`config.mk`:
```
export PLATFORM = sky130hd
export DESIGN_NAME = fft_result_unloader_flat
export DESIGN_NICKNAME = d
export VERILOG_FILES = /design/src/rtl/fft_result_unloader_if.sv /design/src/rtl/fft_result_unloader.sv /design/src/flat_wrapper.sv
export SDC_FILE = /design/constraint.sdc
export NUM_CORES = 1
export LEC_CHECK = 0
export CORE_MARGIN = 4
export CORE_UTILIZATION = 30
export CTS_BUF_LIST = sky130_fd_sc_hd__clkbuf_2 sky130_fd_sc_hd__clkbuf_4 sky130_fd_sc_hd__clkbuf_8
export DETAILED_ROUTE_END_ITERATION = 12
export PLACE_DENSITY = 0.62
export SYNTH_ARGS = -nofsm -noshare
export SYNTH_HDL_FRONTEND = slang
export SYNTH_SLANG_ARGS = --single-unit
```
`constraint.sdc`:
```
create_clock -name clk -period 3.4 [get_ports clk]
set_input_delay 0.34 -clock clk [delete_from_list [all_inputs] [get_ports clk]]
set_output_delay 0.34 -clock clk [all_outputs]
set_load 0.02 [all_outputs]
```
`src/rtl/fft_result_unloader_if.sv`:
```
// Result-unload bus: SRAM read port toward the result bank
// plus the valid/ready sample stream toward the consumer.
interface fft_result_unloader_if #(
  parameter int DATA_W = 32
);
  logic              o_sram_rd_en;
  logic              o_sram_rd_bank;
  logic [9:0]        o_sram_rd_addr;
  logic [DATA_W-1:0] i_sram_rd_data;
  logic [DATA_W-1:0] o_data;
  logic              o_valid;
  logic              i_ready;
  logic              o_last;

  modport master (
    output o_sram_rd_en,
    output o_sram_rd_bank,
    output o_sram_rd_addr,
    input  i_sram_rd_data,
    output o_data,
    output o_valid,
    input  i_ready,
    output o_last
  );

  modport slave (
    input  o_sram_rd_en,
    input  o_sram_rd_bank,
    input  o_sram_rd_addr,
    output i_sram_rd_data,
    input  o_data,
    input  o_valid,
    output i_ready,
    input  o_last
  );
endinterface

```
`src/rtl/fft_result_unloader.sv`:
```
// FFT result unloader: reads the final bank in bit-reversed
// order and streams samples with credit-based backpressure.
module fft_result_unloader #(
  parameter int DATA_W     = 32,
  parameter int RD_LATENCY = 1,
  parameter int BUF_DEPTH  = RD_LATENCY + 1
) (
  input  logic                  clk,
  input  logic                  i_reset,
  input  logic [2:0]            i_point_configuration,
  input  logic                  i_fft_done,
  input  logic                  i_sram_read_register,
  fft_result_unloader_if.master bus,
  output logic                  o_busy,
  output logic                  o_done
);
  localparam int PW =
    (BUF_DEPTH > 1) ? $clog2(BUF_DEPTH) : 1;

  typedef enum logic [1:0] {
    IDLE,
    READ,
    DRAIN,
    WAIT_CLR
  } state_t;

  state_t state_q, state_d;

  logic                  flag_q;
  logic [2:0]            cfg_q, cfg_d;
  logic                  bank_q, bank_d;
  logic [10:0]           k_q, k_d;
  logic                  done_q, done_d;
  logic [RD_LATENCY-1:0] pv_q, pv_d;
  logic [RD_LATENCY-1:0] pl_q, pl_d;
  logic [DATA_W-1:0]     buf_q [BUF_DEPTH];
  logic [BUF_DEPTH-1:0]  blast_q;
  logic [PW-1:0]         wp_q, rp_q;
  logic [3:0]            occ_q, occ_d;
  logic [3:0]            infl;
  logic [10:0]           k_max;
  logic [9:0]            rev [8];
  logic                  start;
  logic                  issue;
  logic                  push;
  logic                  pop;
  logic                  valid;
  logic                  head_last;
  logic                  last_k;

  function automatic logic [PW-1:0] nxt(
    input logic [PW-1:0] p
  );
    return (p == PW'(BUF_DEPTH - 1)) ? '0 : p + 1'b1;
  endfunction

  assign start = (state_q == IDLE) &&
                 i_fft_done && !flag_q;
  assign k_max  = (11'd8 << cfg_q) - 11'd1;
  assign last_k = (k_q == k_max);

  assign valid     = (occ_q != 4'd0);
  assign head_last = valid && blast_q[rp_q];
  assign pop       = valid && bus.i_ready;
  assign push      = pv_q[RD_LATENCY-1];

  always_comb begin
    infl = '0;
    for (int i = 0; i < RD_LATENCY; i++)
      infl = infl + {3'b0, pv_q[i]};
  end

  // A slot freed by this cycle's pop counts as credit,
  // which keeps the stream at one beat per cycle.
  assign issue = (state_q == READ) &&
                 ((occ_q + infl - {3'b0, pop}) <
                  4'(BUF_DEPTH));

  always_comb begin
    for (int c = 0; c < 8; c++) begin
      rev[c] = '0;
      for (int i = 0; i < c + 3; i++)
        rev[c][i] = k_q[c + 2 - i];
    end
  end

  assign pv_d  = RD_LATENCY'({pv_q, issue});
  assign pl_d  = RD_LATENCY'({pl_q, issue && last_k});
  assign occ_d = occ_q + {3'b0, push} - {3'b0, pop};

  always_comb begin
    state_d = state_q;
    cfg_d   = cfg_q;
    bank_d  = bank_q;
    k_d     = k_q;
    done_d  = 1'b0;
    unique case (state_q)
      IDLE: begin
        if (start) begin
          state_d = READ;
          cfg_d   = i_point_configuration;
          bank_d  = i_sram_read_register;
          k_d     = '0;
        end
      end
      READ: begin
        if (issue) begin
          k_d = k_q + 11'd1;
          if (last_k) state_d = DRAIN;
        end
      end
      DRAIN: begin
        if (pop && head_last) begin
          done_d  = 1'b1;
          state_d = WAIT_CLR;
        end
      end
      WAIT_CLR: begin
        if (!i_fft_done) state_d = IDLE;
      end
      default: state_d = IDLE;
    endcase
  end

  always_ff @(posedge clk) begin
    if (i_reset) begin
      state_q <= IDLE;
      flag_q  <= i_fft_done;
      cfg_q   <= '0;
      bank_q  <= 1'b0;
      k_q     <= '0;
      done_q  <= 1'b0;
      pv_q    <= '0;
      pl_q    <= '0;
      occ_q   <= '0;
      wp_q    <= '0;
      rp_q    <= '0;
      blast_q <= '0;
      for (int i = 0; i < BUF_DEPTH; i++)
        buf_q[i] <= '0;
    end else begin
      state_q <= state_d;
      flag_q  <= i_fft_done;
      cfg_q   <= cfg_d;
      bank_q  <= bank_d;
      k_q     <= k_d;
      done_q  <= done_d;
      pv_q    <= pv_d;
      pl_q    <= pl_d;
      occ_q   <= occ_d;
      if (push) begin
        buf_q[wp_q]   <= bus.i_sram_rd_data;
        blast_q[wp_q] <= pl_q[RD_LATENCY-1];
        wp_q          <= nxt(wp_q);
      end
      if (pop) rp_q <= nxt(rp_q);
    end
  end

  assign bus.o_sram_rd_en   = issue;
  assign bus.o_sram_rd_bank = bank_q;
  assign bus.o_sram_rd_addr =
    (state_q == READ) ? rev[cfg_q] : '0;
  assign bus.o_valid = valid;
  assign bus.o_data  = valid ? buf_q[rp_q] : '0;
  assign bus.o_last  = head_last;

  assign o_busy = (state_q == READ) ||
                  (state_q == DRAIN);
  assign o_done = done_q;
endmodule

```
`src/flat_wrapper.sv`:
```
// flat-port wrapper written by rule: the top's interface ports become plain ports
module fft_result_unloader_flat 
#(
  parameter int DATA_W     = 32,
  parameter int RD_LATENCY = 1,
  parameter int BUF_DEPTH  = RD_LATENCY + 1
)
  (clk, i_reset, i_point_configuration, i_fft_done, i_sram_read_register, o_busy, o_done, bus_o_sram_rd_en, bus_o_sram_rd_bank, bus_o_sram_rd_addr, bus_i_sram_rd_data, bus_o_data, bus_o_valid, bus_i_ready, bus_o_last);
  fft_result_unloader_if #(.DATA_W(DATA_W)) bus_i ();
  input  logic clk;
  input  logic i_reset;
  input  logic [2:0] i_point_configuration;
  input  logic i_fft_done;
  input  logic i_sram_read_register;
  output logic o_busy;
  output logic o_done;
  output wire logic [$bits(bus_i.o_sram_rd_en)-1:0] bus_o_sram_rd_en;
  output wire logic [$bits(bus_i.o_sram_rd_bank)-1:0] bus_o_sram_rd_bank;
  output wire logic [$bits(bus_i.o_sram_rd_addr)-1:0] bus_o_sram_rd_addr;
  input wire logic [$bits(bus_i.i_sram_rd_data)-1:0] bus_i_sram_rd_data;
  output wire logic [$bits(bus_i.o_data)-1:0] bus_o_data;
  output wire logic [$bits(bus_i.o_valid)-1:0] bus_o_valid;
  input wire logic [$bits(bus_i.i_ready)-1:0] bus_i_ready;
  output wire logic [$bits(bus_i.o_last)-1:0] bus_o_last;
  assign bus_o_sram_rd_en = bus_i.o_sram_rd_en;
  assign bus_o_sram_rd_bank = bus_i.o_sram_rd_bank;
  assign bus_o_sram_rd_addr = bus_i.o_sram_rd_addr;
  assign bus_i.i_sram_rd_data = bus_i_sram_rd_data;
  assign bus_o_data = bus_i.o_data;
  assign bus_o_valid = bus_i.o_valid;
  assign bus_i.i_ready = bus_i_ready;
  assign bus_o_last = bus_i.o_last;
  fft_result_unloader #(.DATA_W(DATA_W), .RD_LATENCY(RD_LATENCY), .BUF_DEPTH(BUF_DEPTH)) u_core (.clk(clk), .i_reset(i_reset), .i_point_configuration(i_point_configuration), .i_fft_done(i_fft_done), .i_sram_read_register(i_sram_read_register), .bus(bus_i), .o_busy(o_busy), .o_done(o_done));
endmodule
```
-- After elaboration in Yosys (flattened, before gate mapping)
Memory sizes are Yosys's and may differ from the RTL's. A register that Yosys moved wholly into a read port is not among the register bits.
Cells that the tools add are included.
- flip-flop bits (word level): 29
- memory bits (writable): 64
- input bits: 40
- output and inout bits: 48
- memories kept: 1
- memories (name ; depth ; width ; read ports ; clocked after memory_dff ; write ports ; line ; source):
    u_core.buf_q ; 2 ; 32 ; 1 ; 1 ; 2 ; fft_result_unloader.sv:36 ; logic [DATA_W-1:0] buf_q [BUF_DEPTH];
- $add $sub $neg: 6
- $lt $le $gt $ge: 5
- equal/unequal tests: 9
- shift operators: 1
- multiplexer cells: 32
- bitwise logic cells: 2
- reductions and logical operators: 18
- operator list (cell ; number):
    $mux 32 ; 2
    $reduce_or 32->1 ; 1
    $bmux 10 s3 ; 1
    $mux 10 ; 3
    $mux 11 ; 2
    $pmux 11 s2 ; 1
    $mux 1 ; 15
    $add 11x1->11 const B ; 1
    $eq 11x11->1 ; 1
    $shl 4x3->11 const A ; 1
    $sub 11x1->11 const B ; 1
    $mux 2 ; 5
    $logic_and 1x1->1 ; 8
    $ne 2x1->1 const B ; 4
    $pmux 2 s4 ; 1
    $reduce_and 5->1 ; 1
    $add 4x1->4 ; 1
    $eq 2x2->1 const B ; 2
    $ge 4x4->1 const B ; 1
    $lt 1x2->1 const B ; 2
    $lt 4x2->1 const B ; 1
    $not 3->4 ; 1
    $reduce_bool 4->1 ; 1
    $sub 4x1->4 ; 1
    other kinds (14) ; 15

-- Longest topological paths before layout
Gate-level depths: netlist (run 1).
- word-level depth: 7
- mapped depth: 16
- gate-level depth less buffers: 15

-- Worst setup path after synthesis (run 1)
OpenSTA, ideal clock, no wires.
- path type: reg2reg
- start: register u_core.occ_q[2]
- end: register u_core.state_q[1]
- arrival: 3682 ps
- data required time: 3305 ps
- setup slack: -378 ps
- cell stages (with the launch flop): 17
- buffers on the path: 1
- period minus slack after synthesis: 3778 ps
- cell sequence: dfxtp_1 > inv_1 > ha_1 > and3_1 > clkbuf_1 > inv_1 > and2_1 > ha_1 > inv_1 > ha_1 > inv_1 > fa_1 > xnor2_1 > a2111oi_4 > nor2_2 > or4_1 > o311ai_1
- cells in the longest elaborated chain, start to end: 7
- RTL lines (item ; line ; source):
    start: declaration ; fft_result_unloader.sv:39 ; logic [3:0] occ_q, occ_d;
    start signal: assignment ; fft_result_unloader.sv:135 ; occ_q <= '0;
    start signal: assignment ; fft_result_unloader.sv:150 ; occ_q <= occ_d;
    $reduce_bool 4->1 * ; fft_result_unloader.sv:62 ; assign valid = (occ_q != 4'd0);
    net bus_o_valid ; flat_wrapper.sv:22 ; output wire logic [$bits(bus_i.o_valid)-1:0] bus_o_valid;
    $logic_and 1x1->1 * ; fft_result_unloader.sv:64 ; assign pop = valid && bus.i_ready;
    net u_core.pop ; fft_result_unloader.sv:46 ; logic pop;
    $sub 4x1->4 ; fft_result_unloader.sv:76 ; ((occ_q + infl - {3'b0, pop}) <
    $lt 4x2->1 ; fft_result_unloader.sv:76 ;
    $logic_and 1x1->1 ; fft_result_unloader.sv:75 ; assign issue = (state_q == READ) &&
    $ne 2x1->1 (no source line) ; - ;
    $reduce_and 5->1 (no source line) * ; - ;
    end signal: assignment ; fft_result_unloader.sv:142 ; state_q <= state_d;
    end: declaration ; fft_result_unloader.sv:27 ; state_t state_q, state_d;
Mark *: on every way through the listed nets, which the timed path passes. The rest lies on a longest branch.
A chain may end at the register's enable or synchronous reset.

-- Worst setup path in the final report (run 1)
- start: register u_core.occ_q[2]
- end: register u_core.state_q[1]
- cells in the longest elaborated chain, start to end: 7
- RTL lines (item ; line):
    $reduce_bool 4->1 * ; fft_result_unloader.sv:62
    $logic_and 1x1->1 * ; fft_result_unloader.sv:64
    net u_core.pop ; fft_result_unloader.sv:46
    $sub 4x1->4 ; fft_result_unloader.sv:76
    $lt 4x2->1 ; fft_result_unloader.sv:76
    $logic_and 1x1->1 ; fft_result_unloader.sv:75
    $ne 2x1->1 (no source line) ; -
    $reduce_and 5->1 (no source line) * ; -
Marks and branches as above.

==> impl_summary.txt, run 1 <==
----------------------------------------------------
[Yosys]
  Share of synthesized flip-flops with an asynchronous set or reset ... 0
  Sequential element share of the synthesized area ... 0.518
  Post-synth EDFFs ... 64
  Area of the mapped netlist ... between 4000 and 5000 sq um
  Primary flip-flop cell chosen by synthesis mapping ... sky130_fd_sc_hd__edfxtp_1
  Syn Area/Cell ... 10.7 sq um
  Flip-flop and latch count after synthesis ... 94
  Library cells used by synthesis ... 50
  Total number of yosys warnings ... 0
  Mapped Cells ... 457
  Net count after synthesis ... ~510

[Setup path]
  Sequence of cells on the critical path ... inv_2 > ha_2 > and3_4 > inv_8 > and2_4 > ha_4 > inv_4 > ha_4 > inv_2 > fa_2 > xnor2_4 > a2111oi_4 > buf_4 > nor2_2 > or4_4 > o311ai_4
  CP peak stage delay ... 0.52 ns
  Worst r2r src ... u_core.occ_q[2]
  Start point of the critical path ... u_core.occ_q[2]
  Worst Setup Path Type ... flip-flop to flip-flop
  Max FO, Critical Path ... 5
  Crit-path slowest cell ... sky130_fd_sc_hd__or4_4
  Required time of the critical path ... around 3.7 ns
  Kind of start point of the critical path ... flip-flop
  Crit path DAT ... 3.61 ns
  Endpoint type of the worst setup path ... flip-flop

[Final layout]
  Final Cell Area ... 6420 sq um
  Commonest non-fill, non-tap cells in the layout ... 86 x sky130_fd_sc_hd__clkdlybuf4s50_1, 65 x sky130_fd_sc_hd__and2_1, 64 x sky130_fd_sc_hd__edfxtp_1
  Fraction of layout instances using a drive strength above 1 ... 0.138
  Area added between synthesis and finish ... 31.8%
  Total number of nets in the final design ... 605
  Leading cell type in the layout, fill and taps excluded ... sky130_fd_sc_hd__clkdlybuf4s50_1
  Share of the core filled with cells in the final layout ... 0.404
  Diodes inserted ... 0

[Global route]
  Antenna violations before repair ... 0
  Met2 Track Usage GR ... 0.225
  Vias in the first global route ... 3776
  Met3 capacity usage during global routing ... 0.0305
  Met1 usage in global routing ... 0.165
  Pin count of the biggest net entering global routing ... 34
  Total congestion overflow ... 0
  Global-route wire length before repair ... about 19000 um
  Busiest metal layer after global routing ... met2
  Overall global routing resource usage ... 0.132

[Placement]
  DP Wirelength ... 7780 um
  Buffers added on ports ... 87
  Last weighted congestion value of the routability-driven placer ... 0.793
  Area of placed instances ... 6100 sq um

[Detailed routing]
  Detail-routed net length per standard cell ... 14.9 um
  Number of DRC violations after detailed routing ... 0
  Drt via density ... ~4.7
  Via count ... 3662
  Drt initial violations ... 264
  Detail Route Antenna Nets ... 0
  Final routed wirelength across all metal layers ... 11500 um
  Count of TritonRoute iterations in the first routing pass ... 4

[CTS]
  Insertion delay of the later-clocked pin in the worst-skew pair ... 0.37 ns
  Clock transition at path regs ... 0.09 ns
  TritonCTS Buffers ... 9
  CTS tree ... yes
  Number of sinks on the clock net ... 94
  # H-tree levels ... 3
  Largest buffer count on any clock path ... 2
  Root buffer cell ... sky130_fd_sc_hd__clkbuf_8

[Worst hold path]
  Min-delay worst type ... flip-flop to flip-flop
  Hold Crit Start ... u_core.blast_q[0]

[Timing]
  Final setup violating endpoints ... 0
  Actual transition at the worst max-transition pin ... 0.788 ns
  Time the worst path needs with I/O delays and setup ... 3.33 ns
  Worst rel slew slack ... 0.474
  Skew final ... 0.0135 ns
  Share of the clock period used by the worst path after layout ... 0.980
  Final number of hold-violating endpoints ... 0
  Number of pins with negative max-slew slack in the final report ... 0
  Hold slack final ... 0.481 ns
  Maximum operating frequency ... around 300 MHz
  Setup repair after global routing missed its margin ... true

[Floorplanning]
  Site row count ... 46
  Standard cell core area ... 15900 sq um
  Initial cell density of the core ... 0.306
  Io pins ... 88
  Die X-Extent ... 135 um
  Area of the die ... 18300 sq um
  DIE HEIGHT ... 135 um

[Power and ir drop]
  Worst vdd rail ir drop ... 0.325 mV
  LEAKAGE ... 2.33 nW
  Power density over the cells ... 689 nW/um^2

[Job]
  Number of violations of the max-capacitance limit ... 0

[Outcome]
  Status ... finished, final reports clean

----------------------------------------------------
[cells by family (layout without fill, tap and decap cells)]
logic type                 count (synthesis)  count (layout)  share of synthesized area
xor gates and xnor gates                   8               8                     0.0144
buffers and inverters                     49             151                     0.0380
muxes                                     54              54                      0.115
DFF                                       94              94                      0.518
and+or+nand+nor                          182             182                      0.193
adders and majority gates                 11              11                     0.0298
AOI/OAI and AO/OA                         59              59                     0.0918
[registers in the layout, indices dropped and copies added (netlist names), 2 cells and up, named ones only]
| name | cells |
|---|---|
| u_core.buf_q | 64 |
| u_core.k_q | 11 |
| u_core.occ_q | 4 |
| u_core.cfg_q | 3 |
| u_core.blast_q | 2 |
| u_core.state_q | 2 |
[worst max-delay path: cells and delay by family, from the launching register on]
| kind | cells | cell delay [ns] |
|---|---|---|
| simple gates | 4 | 0.91 |
| fa+ha+maj | 4 | 0.87 |
| compound gates | 2 | 0.59 |
| buf+inv | 5 | 0.38 |
| flops | 1 | 0.31 |
| xor+xnor | 1 | 0.18 |
[Yosys cell counts, drive strengths merged, types with 7 or more instances]
| master | n | area (sq um) |
|---|---|---|
| and2 | 66 | 413 |
| edfxtp | 64 | 1920 |
| nor2 | 63 | 239 |
| mux2i | 49 | 490 |
| dfxtp | 30 | 601 |
| inv | 21 | 78.8 |
| clkbuf | 20 | 75.1 |
| nand2 | 20 | 75.1 |
| a21oi | 13 | 65.1 |
| o21ai | 11 | 55.1 |
| ha | 10 | 125 |
| buf | 8 | 31.3 |
| xnor2 | 7 | 61.3 |
[stage by stage]
stage | TNS [ns] | setup slack, ns | cells | total power, W
final | 0 | 0.0684 | 775 | 0.00442
after global routing | -0.0541 | -0.0513 | 775 | 0.00468
after CTS | 0 | 0.00164 | 774 | 0.00437
after detailed placement | -0.964 | -0.254 | 751 | 0.00354
after global placement | -0.333 | -0.221 | 751 | 0.00350
after floorplan | -0.0135 | -0.0135 | 457 | 0.00276
[area by class of cell]
type,count,area (sq um)
Clock inverter,5,36.3
Inverter,21,88.8
Sequential cell,94,2520
Timing Repair Buffer,114,1070
Multi-Input combinational cell,314,2280
Fill cell,1570,9470
Tap cell,216,270
Clock buffer,11,139
[where the power goes]
part | switching (W) | internal [W] | total (W) | leakage (nW)
Combinational | 0.00125 | 0.00109 | 0.00234 | 1.34
Clock | 0.000390 | 0.000282 | 0.000673 | 0.0840
Sequential | 0.0000668 | 0.00134 | 0.00140 | 0.906
[metal layers]
layer | share of wire | routed length [um]
met3 | 0.045 | 524
met2 | 0.48 | 5530
met5 | 0 | 0
met4 | 0.016 | 184
met1 | 0.46 | 5300
[final timing paths]
check                           end  slack (ns)  cells after the start
setup / recovery  u_core.state_q[1]        0.07                     16
setup reg to reg  u_core.state_q[1]        0.07                     16
hold / removal    u_core.blast_q[0]        0.48                      2
hold reg to reg   u_core.blast_q[0]        0.48                      2
[repair_timing]
| action | in CTS | in global routing |
|---|---|---|
| resized for setup | 11 | 14 |
| pin swaps | 5 | 4 |
| setup endpoints to repair | 7 | 12 |
| setup buffers | 7 | 1 |
| hold buffers | 0 | 0 |
Note: power is estimated with default switching activity, not from simulation.
==> inputs of run 2 (changes only) <==
- GPL_TIMING_DRIVEN: not set -> 0
==> impl_summary.txt, run 2 (synthesis gave the netlist of run 1 again) <==
----------------------------------------------------
[Floorplanning]
  Area of the die ... 18300 sq um (unchanged)
  Initial cell density of the core ... 0.306 (unchanged)
  Io pins ... 88 (unchanged)
  Site row count ... 46 (unchanged)
  Die X-Extent ... 135 um (unchanged)
  Standard cell core area ... 15900 sq um (unchanged)
  DIE HEIGHT ... 135 um (unchanged)

[Setup path]
  Worst Setup Path Type ... flip-flop to output port
  Critical R2R Capture ... u_core.state_q[1]
  Max FO, Critical Path ... 3 (-2)
  Kind of start point of the critical path ... flip-flop
  Worst r2r src ... u_core.occ_q[2]
  Required time of the critical path ... 3.06 ns (-0.62 ns)
  Minimum setup slack among reg-to-reg paths ... -0.06 ns (-0.13 ns)
  Endpoint type of the worst setup path ... output port
  Crit path DAT ... 3.16 ns (-0.45 ns)
  Depth of the worst register-to-register path ... 17 (+1)

[Timing]
  Actual transition at the worst max-transition pin ... 0.912 ns (+0.124 ns)
  Worst rel slew slack ... 0.391 (-0.0835)
  Final number of hold-violating endpoints ... 0 (unchanged)
  Hold slack final ... 0.432 ns (-0.0491 ns)
  Crit path setup slack, layout ... -0.102 ns (-0.171 ns)
  Number of pins with negative max-slew slack in the final report ... 0 (unchanged)
  Setup repair after global routing missed its margin ... true
  Final setup violating endpoints ... 3 (+3)
  Maximum operating frequency ... 286 MHz (-4.9%)
  Time the worst path needs with I/O delays and setup ... 3.50 ns (+0.171 ns)
  Share of the clock period used by the worst path after layout ... 1.03 (+0.0503)
  Skew final ... 0.0186 ns (+0.00508 ns)

[Power and ir drop]
  Logic pwr share ... 0.535 (+0.005)
  Fraction of power consumed by the clock network ... 0.177 (+0.025)
  Overall power ... 0.00483 W (+9.3%)
  Sequential fraction of design power ... 0.288 (-0.029)
  Worst vdd rail ir drop ... 0.297 mV (-8.7%)
  LEAKAGE ... 2.38 nW (+2.0%)
  Power spent charging and discharging nets ... 0.00184 W (+8.0%)
  Power density over the cells ... 730 nW/um^2 (+6.0%)
  Internal power contribution ... 0.00298 W (+10%)
  Net switching fraction of the power ... 0.382 (-0.00446)

[CTS]
  Clock transition at path regs ... 0.10 ns (about the same)
  CTS tree ... yes
  Number of sinks on the clock net ... 94 (unchanged)
  Insertion delay of the later-clocked pin in the worst-skew pair ... 0.39 ns (+0.02 ns)
  # H-tree levels ... 3 (unchanged)
  Largest buffer count on any clock path ... 2 (unchanged)
  Root buffer cell ... sky130_fd_sc_hd__clkbuf_8
  TritonCTS Buffers ... 9 (unchanged)

[Worst hold path]
  Hold Path End ... u_core.push
  Min-delay worst type ... primary input to flip-flop
  Hold Crit Start ... i_reset
  Worst Hold Path Cells ... 2 (unchanged)

[Placement]
  Last weighted congestion value of the routability-driven placer ... 0.857 (+8.2%)
  DP Wirelength ... 8510 um (+9.3%)
  Worst Setup Slack post-DPL ... -0.720 ns (-0.465 ns)
  Buffers added on ports ... 86 (-1.1%)
  Area of placed instances ... 6060 sq um (-0.74%)

[Outcome]
  Status ... finished with violations
  Failing checks ... setup timing

[Detailed routing]
  Count of TritonRoute iterations in the first routing pass ... 4 (unchanged)
  Final routed wirelength across all metal layers ... 12600 um (+9.0%)
  Detail Route Antenna Nets ... 0 (unchanged)
  Detail-routed net length per standard cell ... 15.9 um (+6.5%)
  Via count ... 3787 (+3.4%)
  Number of DRC violations after detailed routing ... 0 (unchanged)
  Drt initial violations ... 178 (-33%)
  Drt via density ... 4.78 (+1.1%)

[Global route]
  Overall global routing resource usage ... 0.136 (+0.00424)
  Global-route wire length before repair ... 19600 um (+2.0%)
  Total congestion overflow ... 0 (unchanged)
  Antenna violations before repair ... 0 (unchanged)
  Vias in the first global route ... 3931 (+4.1%)
  Pin count of the biggest net entering global routing ... 34 (unchanged)

[Final layout]
  Register containing the most flip-flops in the final layout ... u_core.buf_q
  Layout filler cell count ... 1546 (-1.5%)
  Fraction of layout instances using a drive strength above 1 ... 0.140 (+0.00264)
  Total number of nets in the final design ... 623 (+3.0%)
  Leading registers by flop count ... u_core.buf_q (64), u_core.k_q (11), u_core.occ_q (4)
  Register cell area after layout ... 2520 sq um (unchanged)
  Total area of multi-input combinational cells ... 2360 sq um (+3.3%)
  Leading cell type in the layout, fill and taps excluded ... sky130_fd_sc_hd__clkdlybuf4s50_1
  Final Cell Area ... 6610 sq um (+3.1%)
  Largest register FFs ... 64 (unchanged)
  Commonest non-fill, non-tap cells in the layout ... 85 x sky130_fd_sc_hd__clkdlybuf4s50_1, 65 x sky130_fd_sc_hd__and2_1, 64 x sky130_fd_sc_hd__edfxtp_1
  Diodes inserted ... 0 (unchanged)
  Area added between synthesis and finish ... 35.9%

[Job]
  Number of violations of the max-capacitance limit ... 0 (unchanged)

----------------------------------------------------
## run 2: critical path: stages, from the launching register on
cell and delay [ns]:
sky130_fd_sc_hd__dfxtp_2 0.33, sky130_fd_sc_hd__inv_2 0.07, sky130_fd_sc_hd__ha_4 0.12, sky130_fd_sc_hd__and3_4 0.21
sky130_fd_sc_hd__inv_8 0.03, sky130_fd_sc_hd__and2_4 0.14, sky130_fd_sc_hd__ha_4 0.21, sky130_fd_sc_hd__inv_2 0.06
sky130_fd_sc_hd__ha_4 0.12, sky130_fd_sc_hd__inv_2 0.04, sky130_fd_sc_hd__fa_2 0.40, sky130_fd_sc_hd__xnor2_4 0.16
sky130_fd_sc_hd__buf_12 0.14, sky130_fd_sc_hd__a2111oi_4 0.32, sky130_fd_sc_hd__buf_4 0.19, sky130_fd_sc_hd__o21ai_4 0.07
sky130_fd_sc_hd__inv_2 0.06, sky130_fd_sc_hd__buf_6 0.11
## run 2: repair_timing
action / in CTS / in global routing
endpoints found under the setup margin: 13 / 10
pin swaps: 8 / 22
endpoints found under the hold margin: 0 / 0
resized for setup: 16 / 31
buffers inserted: 11 / 8
hold buffers: 0 / 0
## run 2: metrics by stage
stage               TNS (ns)   util  std cells
CTS                        0  0.404        785
global placement       -2.88  0.381        759
finish                -0.173  0.416        793
detailed placement     -3.62  0.381        759
floorplan            -0.0135      -        457
global route          -0.768  0.416        793
## run 2: worst max-delay path by stage
stage | from | end | slack [ns] | depth (start not counted)
floorplan | u_core.occ_q[2] | u_core.state_q[1] | -0.01 | 16
global placement | u_core.occ_q[2] | bus_o_sram_rd_en | -0.69 | 16
detailed placement | u_core.occ_q[2] | bus_o_sram_rd_en | -0.72 | 16
CTS | u_core.occ_q[2] | u_core.state_q[1] | 0.004 | 16
global route | u_core.occ_q[2] | bus_o_sram_rd_en | -0.22 | 17
finish | u_core.occ_q[2] | bus_o_sram_rd_en | -0.10 | 17
## run 2: layer usage
metal,share of wire,track usage,up-vias
met5,0,0,-
met4,0.021,0.0610,0
met3,0.053,0.0297,22
met2,0.48,0.230,121
met1,0.44,0.167,1808
li1,-,-,1836
## run 2: final cells by class
type | count | area share
Clock buffer | 10 | 0.0199
Clock inverter | 6 | 0.0138
Timing Repair Buffer | 105 | 0.159
Inverter | 21 | 0.0131
Multi-Input combinational cell | 314 | 0.357
Sequential cell | 94 | 0.382
Buffer | 27 | 0.0157
Tap cell | 216 | 0.0409
## run 2: power groups by stage
| stage | clock network [W] | logic [W] | registers [W] |
|---|---|---|---|
| floorplan | 0 | 0.00136 | 0.00140 |
| global placement | 0 | 0.00205 | 0.00141 |
| detailed placement | 0 | 0.00209 | 0.00141 |
| CTS | 0.000859 | 0.00241 | 0.00139 |
| global route | 0.000911 | 0.00278 | 0.00140 |
| finish | 0.000855 | 0.00258 | 0.00139 |
==> patch 1, RTL diff (settings of run 1) <==
Re-encode `state_t` (4 states) as one-hot, 4 bits wide.
--- a/src/rtl/fft_result_unloader.sv
+++ b/src/rtl/fft_result_unloader.sv
@@ -18,9 +18,9 @@
     (BUF_DEPTH > 1) ? $clog2(BUF_DEPTH) : 1;
 
-  typedef enum logic [1:0] {
-    IDLE,
-    READ,
-    DRAIN,
-    WAIT_CLR
+  typedef enum logic [3:0] {
+    IDLE     = 4'b0001,
+    READ     = 4'b0010,
+    DRAIN    = 4'b0100,
+    WAIT_CLR = 4'b1000
   } state_t;
 
Function: no difference found for any inputs over 10 cycles, from zero or initial values and one cycle with i_reset high; not proved beyond that.
==> patch 1 against run 1 <==
  * Design area is 2.2% lower
  * Sequential cell count is 2 higher
  * Setup slack better by 0.064 ns
  * Synthesized area is 2.1% lower
  * Hold slack better by 0.0015 ns
  * Routed wire length is 0.50% higher
  * Maximum frequency is 2.0% higher
  * Power is 11% lower
  * Combinational power is 23% lower
  * Critical path type is now register to primary output
  * Largest cell class unchanged
  * Largest power group unchanged
==> patch 1: results (changes against run 1) <==
----------------------------------------------------
[Setup path]
  Worst path slowest cell ... fa_2 (was or4_4)
  Biggest fanout along the worst timing path ... 3 (was 5)
  Category of cells accounting for the largest share of critical-path delay ... adder cells (was simple AND/OR/NAND/NOR gates)

[GRT]
  Global-route met2 utilization ... 20.5% (was 22.5%)
  Number of global-route vias before repair ... 3558 (was 3776)
  Fraction of met3 tracks used by global routing ... 4.39% (was 3.05%)
  Global-route wire length before repair ... 18200 µm (was 19200 µm)

[Synthesis]
  Net count after synthesis ... 496 (was 508)
  Sequential share of the synthesized area ... 53.8% (was 51.8%)
  Multiplexer fraction of the synthesized cell area ... 10.9% (was 11.5%)
  Synth cell count leaders ... 70 x and2_1, 66 x nor2_1, 64 x edfxtp_1, 45 x mux2i_1, 32 x dfxtp_1 (was 66 x and2_1, 64 x edfxtp_1, 62 x nor2_1, 49 x mux2i_1, 30 x dfxtp_1)
  Area share of xor/xnor cells in the synthesized design ... 1.10% (was 1.44%)
  Post-synthesis compound-gate area fraction ... 7.09% (was 9.18%)

[Power and ir drop]
  Cell leakage power ... 2.22 nW (was 2.33 nW)
  Peak supply drop ... 0.000547 V (was 0.000325 V)

[Cells and area]
  Share of the final layout cell area in multi-input gates ... 34.3% (was 35.6%)
  Biggest registers after layout ... u_core.buf_q (64), u_core.k_q (11) (was u_core.buf_q (64), u_core.k_q (11), u_core.occ_q (4))
  Nets ... 590 (was 605)
  Cell area after layout ... 6270 µm² (was 6420 µm²)
  Multi-Input Combinational ... 310 (was 314)
  Clock-cell share ... 2.93% (was 2.73%)
  Bufs w/o clock ... 110 (was 114)
  Area share of buffers outside the clock network ... 16.7% (was 16.8%)
  Total of clock buffers placed in the layout ... 9 (was 11)

[Placed design]
  Instance area at placement ... 5960 µm² (was 6100 µm²)
  Dpl hpwl ... 7780 µm (about the same)
  Weighted congestion at the end of routability-driven global placement ... 0.823 (was 0.793)

[Routing]
  Iter 0 DRT Violations ... 326 (was 264)
  Wire length on met2 ... 5310 µm (was 5530 µm)

[STA]
  Min Tclk post-route ... 3.27 ns (was 3.33 ns)
  Max Clock Skew ... 0.0132 ns (was 0.0135 ns)
  Headroom to the max-slew limit ... 49.4% (was 47.4%)

[Clocking]
  Number of setup buffers added after CTS ... 3 (was 7)

[Run status]
  Run status ... completed (unchanged)

----------------------------------------------------
==> patch 1: path summary, 6_finish.rpt <==
kind | from | to | slack [ns] | cells past startpoint
setup / recovery | u_core.occ_q[2]$_SDFF_PP0_ | bus_o_sram_rd_en | 0.13 | 14
hold / removal | u_core.pl_q$_SDFF_PP0_ | u_core.blast_q[0]$_SDFFE_PP0P_ | 0.48 | 2
setup reg to reg | u_core.occ_q[2]$_SDFF_PP0_ | u_core.k_q[2]$_SDFFE_PP0P_ | 0.13 | 16
hold reg to reg | u_core.pl_q$_SDFF_PP0_ | u_core.blast_q[0]$_SDFFE_PP0P_ | 0.48 | 2
==> patch 1: tightest hold or removal path, stage by stage, from the launching register on <==
cell and delay (ns):
dfxtp_1 0.35, nand2_1 0.05, o21ai_0 0.06
==> patch 1: where the power goes <==
group	switching [W]	total [W]	internal [W]
Clock	0.000441	0.000721	0.000280
Combinational	0.000933	0.00180	0.000869
Sequential	0.0000923	0.00140	0.00131
Total	0.00147	0.00392	0.00246
==> patch 2, RTL diff (settings of run 1) <==
Made on the original files. `RD_LATENCY` is set to 1 in 2 places; all go to 2.
--- a/src/rtl/fft_result_unloader.sv
+++ b/src/rtl/fft_result_unloader.sv
@@ -3,5 +3,5 @@
 module fft_result_unloader #(
   parameter int DATA_W     = 32,
-  parameter int RD_LATENCY = 1,
+  parameter int RD_LATENCY = 2,
   parameter int BUF_DEPTH  = RD_LATENCY + 1
 ) (
--- a/src/flat_wrapper.sv
+++ b/src/flat_wrapper.sv
@@ -3,5 +3,5 @@
 #(
   parameter int DATA_W     = 32,
-  parameter int RD_LATENCY = 1,
+  parameter int RD_LATENCY = 2,
   parameter int BUF_DEPTH  = RD_LATENCY + 1
 )
Behaviour: not the same (Yosys sat finds a counterexample within 4 cycles, from zero or initial values and one cycle with i_reset high).
==> patch 2 against run 1 <==
  * Final cell count is 32% higher
  * Routed wire length up 46%
  * Design area increased by 48%
  * Setup slack gained 0.15 ns
  * Synthesized area is 59% higher
  * Clock power grew 120%
  * Sequential cell count up 70
  * Power grew 31%
  * Critical path type is now register to primary output
  * Critical endpoint is now bus_o_sram_rd_en
  * Largest cell class unchanged
  * Largest power group is now registers
  * Highest routed layer unchanged
==> patch 2: results (changes against run 1) <==
----------------------------------------------------
[Cells and area]
  Seq. cell area ... 4570 µm² (was 2520 µm²)
  Biggest registers after layout ... u_core.buf_q (128), u_core.k_q (11), u_core.occ_q (4) (was u_core.buf_q (64), u_core.k_q (11), u_core.occ_q (4))
  Invs w/o clock ... 25 (was 21)
  Area share of buffers outside the clock network ... 10.8% (was 16.8%)
  Share of the final layout cell area in multi-input gates ... 31.6% (was 35.6%)
  Proportion of layout cells with a drive suffix above 1 ... 15.4% (was 13.8%)
  Bufs w/o clock ... 104 (was 114)
  Clock-cell share ... 4.34% (was 2.73%)

[Power and ir drop]
  Cell leakage power ... 3.37 nW (was 2.33 nW)
  Peak supply drop ... 0.000250 V (was 0.000325 V)

[Synthesis]
  Number of synthesized flops with an enable pin ... 128 (was 64)
  Unique cell type count in the Yosys netlist ... 57 (was 50)
  Sequential share of the synthesized area ... 59.0% (was 51.8%)
  Top cells by area in the synthesized netlist ... edfxtp_1 50%, and2_1 11%, dfxtp_1 9.3% (was edfxtp_1 39%, dfxtp_1 12%, mux2i_1 10%)
  Synth cell count leaders ... 134 x and2_1, 128 x edfxtp_1, 36 x dfxtp_1, 36 x nor2_1, 32 x mux4_2 (was 66 x and2_1, 64 x edfxtp_1, 62 x nor2_1, 49 x mux2i_1, 30 x dfxtp_1)

[GRT]
  Global-route wire length before repair ... 27600 µm (was 19200 µm)
  Number of global-route vias before repair ... 5035 (was 3776)
  Pin count of the biggest net entering global routing ... 37 (was 34)
  Total routing resource utilization after global routing ... 12.3% (was 13.2%)

[Setup path]
  Worst path slowest cell ... fa_1 (was or4_4)
  Biggest fanout along the worst timing path ... 3 (was 5)
  Capture point of the critical path ... bus_o_sram_rd_en (was u_core.state_q[1]$_SDFFE_PP0P_)
  Slack of the worst reg-to-reg path ... 0.37 ns (was 0.07 ns)
  FF-to-FF path depth ... 15 (was 16)
  Worst Path Arrival ... 2.84 ns (was 3.61 ns)
  Slowest stage delay, CP ... 0.43 ns (was 0.52 ns)

[Routing]
  Iter 0 DRT Violations ... 240 (was 264)
  Average routed wire per standard cell ... 16.5 µm (was 14.9 µm)
  Vias after detailed routing ... 4744 (was 3662)

[STA]
  Max Clock Skew ... 0.0101 ns (was 0.0135 ns)
  Actual slew at the worst max-slew pin ... 1.16 ns (was 0.788 ns)

[Clocking]
  Clock net sink count ... 164 (was 94)
  Post-CTS clock slew at the launch and capture registers of the worst setup and hold paths ... about 0.08 ns
  Number of setup buffers added after CTS ... 0 (was 7)
  Number of H-tree levels ... 4 (was 3)
  Clock latency on the worst-skew pair ... 0.45 ns (was 0.37 ns)

[Placed design]
  Weighted congestion at the end of routability-driven global placement ... 0.774 (was 0.793)

[Run status]
  Run status ... completed (unchanged)

[Worst hold path]
  Hold path cells ... 1 (was 2)

----------------------------------------------------
[patch 2: cell types whose count changed in the layout (fill, tap and decap cells not counted), moves of 7 or more]
cell      change
and2_1       +69
buf_4        -13
clkbuf_8      +8
edfxtp_1     +64
ha_1          +7
mux2i_1      -34
mux4_2       +31
nor2_1       -28
[patch 2: critical path: cells and delay by family, from the launching register on]
family | cells | cell delay, ns
AO/OA/AOI/OAI | 2 | 0.28
adder cells (fa/ha/maj) | 3 | 0.81
buffers and inverters | 4 | 0.48
flip-flops | 1 | 0.31
AND/OR/NAND/NOR | 3 | 0.53
[patch 2: metrics by stage]
| step | setup WS [ns] | instances | total power, W | area (µm²) |
|---|---|---|---|---|
| 6_report | 0.220 | 1020 | 0.00579 | 9520 |
| 5_1_grt | 0.00780 | 1020 | 0.00615 | 9520 |
| 4_1_cts | 0.0577 | 1020 | 0.00585 | 9510 |
| 3_5_place_dp | 0.0677 | 988 | 0.00435 | 9090 |
| 3_3_place_gp | 0.113 | 988 | 0.00434 | 9090 |
| 2_1_floorplan | 0.106 | 586 | 0.00360 | 7740 |
[patch 2: power by group]
part	switching [W]	leakage [nW]	total [W]	internal, W
combinational	0.00101	1.60	0.00195	0.000942
clock	0.000736	0.208	0.00147	0.000734
sequential	0.000103	1.57	0.00237	0.00227
total	0.00185	3.37	0.00579	0.00394
[patch 2: kinds of logic (layout without fill, tap and decap cells)]
family          after synthesis  in the layout  share of synthesized area [%]
simple gates                233            233                           17.0
buf+inv                      57            161                           3.10
fa+ha+maj                    16             16                           2.78
flops                       164            164                           59.0
xor+xnor                     12             12                           1.36
compound gates               50             50                           4.54
mux                          54             54                           12.3
[patch 2: metal layers]
metal	track usage (%)	routed length, µm	share of wire (%)
met1	15.3	7310	43
met2	21.3	8530	51
met3	2.83	752	4.5
met4	3.88	240	1.4
met5	0	0	0
